`src/rtl/register_bank.sv`:
```
// register_bank: CHANNELS independent WIDTH-bit registers, each loaded by its
// own write strobe that is asynchronous to the clock, with per-channel set and
// reset overrides. All state updates on the falling edge of clock.
//
// Per channel:
//   - The strobe is sampled on every negedge, optionally through one extra
//     sampling stage (SYNC=1) to reduce metastability exposure.
//   - MODE=0 captures d on an inactive-to-active strobe transition.
//     MODE=1 loads d on every negedge while the strobe is at its active level.
//   - q is combinational: reset override wins, then set override, then the
//     stored value. An override held across a negedge is written back into
//     the stored value, so it persists after release (matching the original
//     async set/reset latch behaviour).
//   - upd pulses for one clock period at the negedge that starts a capture.
//
// There is no handshake on this block: upd is an informational pulse and
// there is no back-pressure. A consumer that treats upd as "valid" sees
// q already holding the newly loaded value (unless an override masks it)
// for the whole period that upd is high.
module register_bank #(
    parameter int          WIDTH     = 8,
    parameter int          CHANNELS  = 4,
    parameter int unsigned SET_VALUE = 1,
    parameter int          EDGE      = 1,
    parameter int          MODE      = 0,
    parameter int          SYNC      = 0
) (
    input  logic                      clock,
    input  logic                      resb,
    input  logic [CHANNELS-1:0]       s,
    input  logic [CHANNELS-1:0]       r,
    input  logic [CHANNELS-1:0]       c,
    input  logic [CHANNELS*WIDTH-1:0] d,
    output logic [CHANNELS*WIDTH-1:0] q,
    output logic [CHANNELS-1:0]       upd
);

    // Active strobe level: 1 = rising / active-high, 0 = falling / active-low.
    localparam logic              ACT       = (EDGE != 0);
    localparam logic              LATCH     = (MODE != 0);
    localparam logic [WIDTH-1:0]  SET_V     = WIDTH'(SET_VALUE);

    for (genvar i = 0; i < CHANNELS; i++) begin : g_ch

        logic [WIDTH-1:0] val;      // stored register value
        logic             c_d;      // previous sampled strobe level
        logic             cs;       // sampled strobe used for detection
        logic             first;    // previous sample was inactive
        logic             active;   // current sample is at the active level
        logic             cap;      // load d at this negedge
        logic             upd_r;    // one-period capture pulse
        logic [WIDTH-1:0] q_ch;     // override-resolved output value

        if (SYNC != 0) begin : g_sync
            logic c_s;

            // Extra sampling stage; reset to the active level so a strobe
            // already active at reset release is not seen as a new edge.
            always_ff @(negedge clock or negedge resb) begin
                if (!resb) begin
                    c_s <= ACT;
                end else begin
                    c_s <= c[i];
                end
            end

            assign cs = c_s;
        end else begin : g_nosync
            assign cs = c[i];
        end

        // Capture decision: edge mode needs an inactive-to-active transition,
        // latch mode loads on every negedge the strobe is active.
        always_comb begin
            first  = (c_d != ACT);
            active = (cs == ACT);
            if (LATCH) begin
                cap = active;
            end else begin
                cap = active && first;
            end
        end

        // Output resolution: reset (and hard reset) force zero, set forces
        // SET_VALUE, otherwise the stored value. Zero latency on overrides.
        always_comb begin
            if (!resb) begin
                q_ch = '0;
            end else if (r[i]) begin
                q_ch = '0;
            end else if (s[i]) begin
                q_ch = SET_V;
            end else begin
                q_ch = val;
            end
        end

        // Per-channel state: capture wins over overrides in storage; without
        // a capture the visible value (including any override) is written back.
        always_ff @(negedge clock or negedge resb) begin
            if (!resb) begin
                val   <= '0;
                c_d   <= ACT;
                upd_r <= 1'b0;
            end else begin
                c_d <= cs;
                if (cap) begin
                    val <= d[i*WIDTH +: WIDTH];
                end else begin
                    val <= q_ch;
                end
                // In latch mode only the first active negedge is flagged.
                upd_r <= cap && first;
            end
        end

        assign q[i*WIDTH +: WIDTH] = q_ch;
        assign upd[i]              = upd_r;
    end

endmodule
```
`config.mk`:
```
export PLATFORM = sky130hd
export DESIGN_NAME = register_bank
export DESIGN_NICKNAME = d
export VERILOG_FILES = /design/src/rtl/register_bank.sv
export SDC_FILE = /design/constraint.sdc
export NUM_CORES = 1
export LEC_CHECK = 0
export CAP_MARGIN = 20
export CORE_ASPECT_RATIO = 0.6
export CORE_MARGIN = 3
export CORE_UTILIZATION = 47
export CTS_CLUSTER_DIAMETER = 40
export CTS_CLUSTER_SIZE = 12
export DETAILED_ROUTE_END_ITERATION = 10
export PLACE_DENSITY = 0.83
export SLEW_MARGIN = 20
export SYNTH_ARGS = -nofsm -noshare
export SYNTH_HDL_FRONTEND = slang
export SYNTH_SLANG_ARGS = --single-unit
```
`constraint.sdc`:
```
create_clock -name clock -period 3.2 [get_ports clock]
set_input_delay 0.8 -clock clock [delete_from_list [all_inputs] [get_ports clock]]
set_output_delay 0.8 -clock clock [all_outputs]
set_load 0.005 [all_outputs]
```
==> After elaboration in Yosys (flattened, before gate mapping) <==
Cells that the tools add are included.
{ "op_classes": {"bitwise": 4, "n_reduce_logical": 8, "mux": 16} }
{ "ops": {"columns": ["op", "count"], "rows": [
  ["two-way mux 8 bit", 16],
  ["logical AND 1 bit", 8],
  ["inverter 1 bit", 4]
]} }
{ "totals": {"elab_cells": 40, "inputBits": 46, "regBits": 40} }

==> Longest topological paths before layout <==
{ "logic_depth": {"word_depth": 4, "ltp_mapped": 4, "ltp_nobuf": 3} }

==> out/results.ini <==
[run_status]
status=finished, violations left
violations=setup timing

[critical_path]
worstSetupStartpointType=flip-flop
cp_cell_sequence=and4bb_4, buf_6
worstPathArrival_ns=2.66
reg2reg_from=g_ch[0].c_d
crit_slowest_cell=dfrtn_1
reg2reg_depth=3
crit_path_start=g_ch[0].val[5]
crit_path_end=q[5]
reg2reg_to=g_ch[0].val[7]
r2r_setup_slack_ns=1.82
worstSetupEndpointType=output pin
critical_path_class=flip-flop to output pin
cp.required_ns=2.40
cp_max_fo=2
cpPeakStageDelay_ns=0.43

[global_routing]
grt_use_total=0.196
grt_max_degree=37
grt_pass1_wl_um=7960
grt_overflow_total=0
grt_pass1_vias=1676
antenna_found_initial=0

[routing]
wl_per_cell_um=16.0
routed_wl_um=4870
drc=0
dr.pass1.iters=4
vias_per_cell=4.91
drt_iter0_markers=46
ant_nets=0
via_count=1499

[logic_synthesis]
synth-seq-area-share=0.475
netlist_area_um2=2120
yosysMostFrequentCell=dfrtn_1
synth_edf_count=0
synth_cells=136
ys.flop_type=dfrtn_1
async_flop_share=1.00
ys_ff_latch=40
synth.avg_cell_area_um2=15.6
synth_common_cells=36 x dfrtn_1, 26 x and4bb_4, 26 x mux2_4
yosysTopAreaCell=dfrtn_1
yosysUniqueCellTypes=14
yosys-top-cells-area=dfrtn_1 43%, and4bb_4 20%, mux2_4 18%
netlist.area_leader.share=0.425
yosysWarnings=0
syn_nets=182

[cells_and_area]
nNetsFinal=290
drive_gt1_frac=0.580
stdcell_area_um2=3220
area_delta_synth_final_pct=52.1
num_antenna_cells=0

[sta]
slew_headroom=0.834
slew_viol_final=0
setup_viol=32
finClkSkew_ns=0.0605
rsz0062_at_grt=true
tightest_slew_ns=0.247
setup_tns_ns=-6.78
hold_viol=0
setup_ws_ns=-0.258

[place]
gp_congestion=0.737
io_buffers=81
postPlaceCellArea_um2=3100
pre_cts_ws_ns=-0.504
dp_hpwl_um=3790

[power]
combPwrFrac=0.181
p_leak_uw=0.00159
internal_power_uw=820
switching_share=0.239
seqPwrFrac=0.507
power_uw=1080
powerDensity_nw_per_um2=334
ir_worst_vdd_mv=0.197
switchingPower_uw=258
clock_power_share=0.312

[clock_tree]
cts_sinks=40
cts_buffer_depth=2
clk_latency_ns=0.35
hold_buffers=0
cts_root_buf=clkbuf_8
path_clk_slew_ns=0.05
numCtsBuffers=5
cts_tree=built
cts_htree_levels=2

[floorplan]
dieHeight_um=58.0
initial_utilization=0.503
die_x_um=92.7
die-area_um2=5380
ioPinCount=82
design.core.area_um2=4210
num_rows=18

[run]
drv_cap=0

[hold_path]
hold_class=flip-flop to flip-flop

state kept, by name, summed over array words and instances (netlist names):
name	cells
g_ch.upd_r	4
g_ch.val	32
g_ch.c_d	4
critical path, delay by kind of cell (launching register included):
kind          cells  cell delay (ns)
simple gates      1             0.25
buf+inv           1             0.09
flops             1             0.43
placed cells by master, fill, tap and decap left out:
cell,synthesis,routed
dfrtn_1,36,36
clkdlybuf4s50_1,0,32
buf_6,3,29
and4bb_4,26,26
mux2_4,26,26
buf_4,8,22
buf_2,0,11
inv_1,5,9
nand2b_1,8,8
clkbuf_8,0,5
clkbuf_2,0,5
nor2_2,0,4
nor2_1,8,4
nand3b_1,4,4
o31ai_1,4,4
dfstp_2,4,4
dlygate4sd2_1,0,4
clkdlybuf4s15_2,0,3
buf_12,0,3
mux2_2,2,2
and4bb_2,1,1
and4bb_1,1,1
clkinv_2,0,1
clkbuf_1,0,1
logic make-up (layout without fill, tap and decap cells):
group	count (synthesis)	count (layout)	synth area share
compound gates	4	4	0.0142
mux	28	28	0.195
flops	40	40	0.475
buf+inv	16	125	0.0531
simple gates	48	48	0.263
power groups by stage:
| stage | clock [µW] | combinational [µW] | sequential [µW] |
|---|---|---|---|
| 4_1_cts | 345 | 198 | 546 |
| 6_report | 336 | 195 | 546 |
| 3_5_place_dp | 9.72 | 203 | 554 |
| 2_1_floorplan | 9.72 | 84.7 | 551 |
| 3_3_place_gp | 9.72 | 195 | 553 |
| 5_1_grt | 374 | 210 | 548 |
routing by layer:
| layer | global-route usage | vias to the layer above | wire length, µm |
|---|---|---|---|
| met5 | 0 | - | 0 |
| met4 | 0.0647 | 0 | 60 |
| met2 | 0.349 | 49 | 2460 |
| met3 | 0.0597 | 6 | 316 |
| met1 | 0.231 | 736 | 2030 |
| li1 | - | 708 | - |
per-stage QoR:
step | instances | utilization | hold WS [ns]
3_5_place_dp | 287 | 0.736 | 0.498
6_report | 305 | 0.766 | 0.543
4_1_cts | 302 | 0.765 | 0.548
5_1_grt | 305 | 0.766 | 0.565
3_3_place_gp | 287 | 0.736 | 0.474
2_1_floorplan | 136 | - | 0.462
timing repair:
action                                  in CTS  in global routing
buffers inserted                             4                  3
hold endpoints to repair                     0                  0
pin swaps                                    2                  2
resized for setup                          197                  8
endpoints found under the setup margin      65                 39
layout make-up:
type / count / area, µm²
Multi-Input combinational cell: 80 / 1010
Fill cell: 274 / 987
Sequential cell: 40 / 1010
Timing Repair Buffer: 109 / 1020
Clock buffer: 6 / 72.6
Tap cell: 60 / 75.1
Inverter: 4 / 15.0
Clock inverter: 6 / 23.8
how the worst min path moves through the flow:
stage | cells past startpoint | slack [ns] | to | from
final | 2 | 0.54 | g_ch[2].val[0] | g_ch[2].c_d
after global placement | 2 | 0.47 | g_ch[0].val[0] | g_ch[0].c_d
after detailed placement | 2 | 0.50 | g_ch[2].val[0] | g_ch[2].c_d
after global routing | 2 | 0.56 | g_ch[0].val[0] | g_ch[0].val[0]
after floorplan | 2 | 0.46 | g_ch[0].val[0] | g_ch[0].c_d
after CTS | 2 | 0.55 | g_ch[0].val[0] | g_ch[0].c_d
No activity file was read; power rests on OpenSTA's default activity.
